**src/rtl/cla_operand_sequencer.sv**
```systemverilog
// ---------------------------------------------------------------------------
// cla_operand_sequencer
//
// Sequential front/back stage wrapped around an external combinational
// carry-lookahead adder. A single byte-wide valid/ready stream delivers
// operand A, then operand B together with its carry-in selection. The two
// operands and the carry-in are held on registered outputs so the adder sees
// stable inputs for one full settle cycle. The adder's sum and carry-out are
// then captured into a result register and offered downstream through a
// valid/ready handshake. The chain option feeds the previous carry-out back
// in as carry-in, so multi-byte additions run as successive operand pairs.
//
// Ports
//   clk        in   1      clock, all state updates on the rising edge
//   rst        in   1      synchronous active-high reset
//   in_data    in   WIDTH  operand byte (A first, then B)
//   in_cin     in   1      carry-in, sampled together with the B byte
//   in_chain   in   1      sampled with B; 1 = use stored carry-out as carry-in
//   in_valid   in   1      in_data is valid
//   in_ready   out  1      block accepts in_data this cycle
//   op_a       out  WIDTH  registered operand A to the adder
//   op_b       out  WIDTH  registered operand B to the adder
//   op_cin     out  1      registered carry-in to the adder
//   sum_in     in   WIDTH  adder sum (combinational from op_*)
//   cout_in    in   1      adder carry-out
//   res_sum    out  WIDTH  registered result sum
//   res_cout   out  1      registered result carry-out
//   res_valid  out  1      result available
//   res_ready  in   1      downstream accepts the result
//   busy       out  1      high in every state except WAIT_A
// ---------------------------------------------------------------------------
module cla_operand_sequencer #(
  parameter int WIDTH = 8
) (
  input  logic             clk,
  input  logic             rst,
  input  logic [WIDTH-1:0] in_data,
  input  logic             in_cin,
  input  logic             in_chain,
  input  logic             in_valid,
  output logic             in_ready,
  output logic [WIDTH-1:0] op_a,
  output logic [WIDTH-1:0] op_b,
  output logic             op_cin,
  input  logic [WIDTH-1:0] sum_in,
  input  logic             cout_in,
  output logic [WIDTH-1:0] res_sum,
  output logic             res_cout,
  output logic             res_valid,
  input  logic             res_ready,
  output logic             busy
);

  // Transaction phases: collect A, collect B, let the adder settle and
  // capture, then present the result until downstream takes it.
  typedef enum logic [1:0] {
    WAIT_A = 2'd0,
    WAIT_B = 2'd1,
    ADD    = 2'd2,
    OUT    = 2'd3
  } state_e;

  state_e           state_q,     state_d;
  logic [WIDTH-1:0] op_a_q,      op_a_d;
  logic [WIDTH-1:0] op_b_q,      op_b_d;
  logic             op_cin_q,    op_cin_d;
  logic [WIDTH-1:0] res_sum_q,   res_sum_d;
  logic             res_cout_q,  res_cout_d;
  logic             res_valid_q, res_valid_d;
  logic             last_cout_q, last_cout_d;

  logic in_fire;
  logic res_fire;

  // Handshakes only count when both sides agree in the same cycle. in_ready
  // and res_valid are already gated by state, so valid bytes arriving while
  // the block is busy are simply dropped rather than queued.
  assign in_fire  = in_valid  & in_ready;
  assign res_fire = res_valid_q & res_ready;

  // Next-state and datapath-load logic. Every register defaults to holding
  // its value; only the accepting handshake of each phase moves data, which
  // keeps op_* stable across the whole ADD cycle for the external adder.
  always_comb begin
    state_d     = state_q;
    op_a_d      = op_a_q;
    op_b_d      = op_b_q;
    op_cin_d    = op_cin_q;
    res_sum_d   = res_sum_q;
    res_cout_d  = res_cout_q;
    res_valid_d = res_valid_q;
    last_cout_d = last_cout_q;
    in_ready    = 1'b0;

    case (state_q)
      WAIT_A: begin
        in_ready = 1'b1;
        if (in_fire) begin
          op_a_d  = in_data;
          state_d = WAIT_B;
        end
      end

      WAIT_B: begin
        in_ready = 1'b1;
        // The chain flag selects the carry left over from the previous pair,
        // letting a wide addition proceed one byte pair at a time.
        if (in_fire) begin
          op_b_d   = in_data;
          op_cin_d = in_chain ? last_cout_q : in_cin;
          state_d  = ADD;
        end
      end

      ADD: begin
        // The adder has had the full cycle since B was loaded to settle.
        res_sum_d   = sum_in;
        res_cout_d  = cout_in;
        last_cout_d = cout_in;
        res_valid_d = 1'b1;
        state_d     = OUT;
      end

      OUT: begin
        // Result is frozen here until downstream accepts it. in_ready stays
        // low during the handshake cycle itself, so no A byte slips in.
        if (res_fire) begin
          res_valid_d = 1'b0;
          state_d     = WAIT_A;
        end
      end

      default: begin
        state_d = WAIT_A;
      end
    endcase
  end

  // State and datapath registers. Reset wins over any handshake in the same
  // cycle and discards a partially loaded operand pair, including the
  // remembered carry so a fresh chain starts from zero.
  always_ff @(posedge clk) begin
    if (rst) begin
      state_q     <= WAIT_A;
      op_a_q      <= '0;
      op_b_q      <= '0;
      op_cin_q    <= 1'b0;
      res_sum_q   <= '0;
      res_cout_q  <= 1'b0;
      res_valid_q <= 1'b0;
      last_cout_q <= 1'b0;
    end else begin
      state_q     <= state_d;
      op_a_q      <= op_a_d;
      op_b_q      <= op_b_d;
      op_cin_q    <= op_cin_d;
      res_sum_q   <= res_sum_d;
      res_cout_q  <= res_cout_d;
      res_valid_q <= res_valid_d;
      last_cout_q <= last_cout_d;
    end
  end

  assign op_a      = op_a_q;
  assign op_b      = op_b_q;
  assign op_cin    = op_cin_q;
  assign res_sum   = res_sum_q;
  assign res_cout  = res_cout_q;
  assign res_valid = res_valid_q;
  assign busy      = (state_q != WAIT_A);

endmodule

```
**config.mk**
```make
export PLATFORM = sky130hd
export DESIGN_NAME = cla_operand_sequencer
export DESIGN_NICKNAME = d
export VERILOG_FILES = /design/src/rtl/cla_operand_sequencer.sv
export SDC_FILE = /design/constraint.sdc
export NUM_CORES = 1
export LEC_CHECK = 0
export CAP_MARGIN = 0
export CORE_ASPECT_RATIO = 0.8
export CORE_MARGIN = 2
export CORE_UTILIZATION = 36
export DETAILED_ROUTE_END_ITERATION = 10
export PLACE_DENSITY = 0.74
export SYNTH_ARGS = -nofsm -noshare
export SYNTH_HDL_FRONTEND = slang
export SYNTH_SLANG_ARGS = --single-unit
```
**constraint.sdc**
```tcl
create_clock -name clk -period 1.3 [get_ports clk]
set_input_delay 0.26 -clock clk [delete_from_list [all_inputs] [get_ports clk]]
set_output_delay 0.26 -clock clk [all_outputs]
set_load 0.01 [all_outputs]
```
After elaboration in Yosys (flattened, before gate mapping)
Index checks and enable logic that the tools add are counted.
Widths: inputs -> output; s select.
{"block": "classes", "eq_ne": 6, "n_reduce_logical": 8, "mux": 8, "bitwise": 2}
{"operator": "$pmux 2 s4", "count": 1}
{"operator": "$mux 2", "count": 3}
{"operator": "$ne 2x2->1 const B", "count": 3}
{"operator": "$reduce_and 2->1", "count": 3}
{"operator": "$eq 2x2->1 const B", "count": 2}
{"operator": "$reduce_bool 2->1", "count": 2}
{"operator": "$mux 1", "count": 3}
{"operator": "$reduce_and 3->1", "count": 1}
{"operator": "$and 1x1->1", "count": 2}
{"operator": "$eq 2x1->1 const B", "count": 1}
{"operator": "$logic_not 2->1", "count": 1}
{"operator": "$pmux 1 s2", "count": 1}
{"operator": "$reduce_or 2->1", "count": 1}
{"block": "totals", "out_inout_bits": 29, "elab_cells": 31, "inputBits": 23, "ff_bits": 29}

Logic depth before layout (Yosys ltp)
{"block": "logic_depth", "depth_word": 6, "depth_mapped": 6}

Worst setup path after synthesis
OpenSTA, ideal clock, no wires.
{"block": "synth_timing", "path_type": "register to output", "from": "register state_q[0]", "to": "output port in_ready", "path_stages_with_launch": 5, "t_required_ps": 1040, "arrival_time_ps": 1109, "setup_slack_ps": -69, "n_path_buf": 1, "cell_sequence": "dfxtp_1 -> inv_1 -> ha_1 -> buf_2 -> or2_2"}
{"block": "synth_via", "elab_chain_len": 3, "word_cells_on_any_way": 4}
{"element": "start, declared", "line_no": "63", "text": "state_e state_q, state_d;"}
{"element": "start signal, assigned", "line_no": "153", "text": "state_q <= state_d;"}
{"element": "$eq 2x1->1 or $logic_not 2->1 (tied branches)", "line_no": "95", "text": "case (state_q)"}
{"element": "$reduce_or 2->1 (no line) (*)"}
{"element": "$mux 1 (*)", "line_no": "95"}
{"element": "end, declared", "line_no": "41", "text": "output logic in_ready,"}
Every way passes the cells marked *; elsewhere a longest branch is shown, timed or not.

Worst setup path after layout
Ends and elaborated chain as after synthesis.

==> summary.txt <==
Status
  – Status: complete, but fails checks
  – Failing checks: setup timing

Hold path
  – Worst Hold End: op_b[0]
  – Min-delay src: op_b[0]
  – Min-Delay Path Class: reg -> reg
  – Hold Crit Depth: 2

Worst setup path
  – Worst-path fanout max: 3
  – Setup crit start kind: register
  – Worst Reg2Reg Path Length in Cells: 7
  – Crit Path Category: reg -> out
  – Cell family with most CP delay: flip-flops
  – Critical path cell sequence: inv_4, ha_4, or2_4, buf_6
  – CP max-delay cell: dfxtp_4
  – Critical Path RT: 1.04 ns
  – Reg-to-Reg Start: state_q[0]
  – CP bufs+invs: 2
  – Reg2reg end: state_q[0]
  – CP Capture Type: primary output
  – Arr. time, crit path: 1.20 ns
  – Max incr delay on CP: approximately 0.38 ns
  – Reg2Reg Setup Slack: -0.10 ns

Logic synthesis
  – Synthesized cell area: between 1000 and 1500 µm²
  – Syn nets: 156
  – Seq/Total Area, Yosys: 0.504
  – #FFs+latches synth: 29
  – Synth Warn #: 0
  – Mean Syn Cell Area: 8.93 µm²
  – Post-synthesis cell type count: 20
  – Mapped Cells: 129

Drt
  – Final WL: 3.25 mm
  – Mean number of vias per cell: approximately 4.7
  – Number of DRC markers in iteration 0: 82
  – First-pass iteration count of the detailed router: 4
  – WL/cell: 13.7 µm
  – Post-route ant nets: 0
  – Drt drc: 0
  – Vias: 1,117

Placed design
  – IO buf count: a little over 50
  – Gp weighted congestion: 0.704
  – Pre-CTS WS: -0.291 ns
  – Cell count after placement: 227
  – DP HPWL: 2.42 mm

Clocking
  – Htree depth: 2
  – Clk_lat worst skew: between 0.2 and 0.3 ns
  – CTS clk-pin slew, worst paths: approximately 0.06 ns
  – Bufs on Longest Clock Path: 2
  – CTS Sinks: 29
  – CTS tree: built
  – Clock root cell: clkbuf_8
  – CTS Buf Count: 5
  – CTS Hold Buffers Added: 0

Cells and area
  – Layout cells sized above 1: 0.218
  – Diodes inserted: 0
  – Nets: 223
  – Fin cells: 237
  – Area grow syn2layout: 69.1%
  – Most frequent cells in the layout: dfxtp_1, dlygate4sd2_1, nand2_1

Power and ir drop
  – Max rail drop VDD: 0.937 mV
  – Leak: 0.865 nW
  – Power density over the cells: 1930 nW/µm²

STA
  – Final Hold Fails: 0
  – Slew margin rel.: 0.823
  – RSZ-0062 raised after global routing: yes
  – Final worst slack: -0.158 ns
  – Final Skew: 0.00223 ns
  – Final Max Slew Viols: 0
  – Crit share post-route: 1.12
  – FMAX: a little under 700 MHz
  – Min Tclk post-route: about 1.5 ns
  – Final setup fails: 4
  – Worst slew pin tran: 0.264 ns

Die
  – Placement Rows: 18
  – Io pins: 52
  – Die H: 54.6 µm
  – DIE WIDTH: 67.3 µm
  – CORE AREA: between 3000 and 4000 µm²
  – Initial core utilization: 0.376
  – DIE AREA: 3670 µm²

Global routing
  – GRT Util Overall: 0.189
  – Initial antenna violation count: 0
  – Largest net degree at the start of global routing: 20
  – GRT overflow: 0
  – First-pass GRT wire length: 5.01 mm
  – Vias in the first global route: ~1,100

Run
  – Max Cap Viol: 0
final cells by class:
class	instances	area, µm²
clock buffers	6	72.6
clock inverters	2	10.0
fillers	276	1110
inverters	3	16.3
multi-input cells	90	596
flip-flops and latches	29	586
well taps	40	50.0
repair buffers	67	618
registers in the layout, summed over array words and instances (netlist names):
signal,count
op_a,8
last_cout_q,1
state_q,2
res_valid,1
op_b,8
res_sum,8
op_cin,1
where the power goes:
group	switching (W)	internal (W)
Sequential	0.000119	0.00109
Combinational	0.000861	0.000997
Clock	0.000313	0.000369
layer usage:
| layer | up-vias | GRT usage | share of wire |
|---|---|---|---|
| li1 | 562 | - | - |
| met1 | 523 | 0.220 | 0.42 |
| met2 | 27 | 0.335 | 0.53 |
| met3 | 5 | 0.0391 | 0.040 |
| met4 | 0 | 0.0952 | 0.018 |
| met5 | - | 0 | 0 |
through the flow:
stage	power, W	setup TNS, ns	utilization	hold WS [ns]	cell area (µm²)
floorplan	0.00201	0	-	0.396	1160
global route	0.00399	-0.493	0.636	0.470	1950
detailed placement	0.00280	-2.70	0.581	0.447	1780
global placement	0.00274	-1.88	0.581	0.445	1780
CTS	0.00362	-0.352	0.620	0.453	1900
finish	0.00375	-0.345	0.636	0.450	1950
timing repair:
| item | in CTS | in global routing |
|---|---|---|
| pin swaps | 3 | 3 |
| setup endpoints to repair | 55 | 17 |
| resized for setup | 54 | 11 |
| setup buffers | 2 | 1 |
worst register-to-register path: cells and delay by family (launching register included):
family	cells	cell delay [ns]
DFF	1	0.36
AOI/OAI and AO/OA	2	0.48
and+or+nand+nor	1	0.05
adders and majority gates	1	0.13
buffers and inverters	3	0.27
synth_stat cells:
master | count | area (µm²)
inv_1 | 3 | 11.3
ha_1 | 4 | 50.1
and2_1 | 1 | 6.26
mux2i_1 | 11 | 110
o21ba_1 | 1 | 10.0
nor2b_1 | 1 | 6.26
a21oi_1 | 17 | 85.1
nand3_1 | 8 | 40.0
or2_2 | 1 | 6.26
a2111o_1 | 1 | 11.3
nand2_1 | 28 | 105
nand2b_1 | 2 | 12.5
a211oi_2 | 1 | 12.5
o31ai_1 | 1 | 7.51
dfxtp_1 | 29 | 581
buf_4 | 1 | 7.51
buf_2 | 5 | 25.0
buf_6 | 1 | 11.3
a21oi_2 | 1 | 8.76
nor2_1 | 12 | 45.0
cell families after synthesis:
kind of cell               Yosys count  share of synthesized area
AOI/OAI and AO/OA                   22                      0.117
adders and majority gates            4                     0.0434
buffers and inverters               10                     0.0478
DFF                                 29                      0.504
muxes                               11                     0.0956
and+or+nand+nor                     53                      0.192
worst max path at each step:
| stage | from | to | slack (ns) | depth (start not counted) |
|---|---|---|---|---|
| floorplan | state_q[0] | in_ready | 0.04 | 4 |
| global placement | state_q[0] | in_ready | -0.25 | 4 |
| detailed placement | state_q[0] | in_ready | -0.29 | 4 |
| CTS | state_q[1] | in_ready | -0.15 | 4 |
| global route | state_q[0] | in_ready | -0.18 | 4 |
| finish | state_q[0] | in_ready | -0.16 | 4 |
No activity file was read; power rests on OpenSTA's default activity.
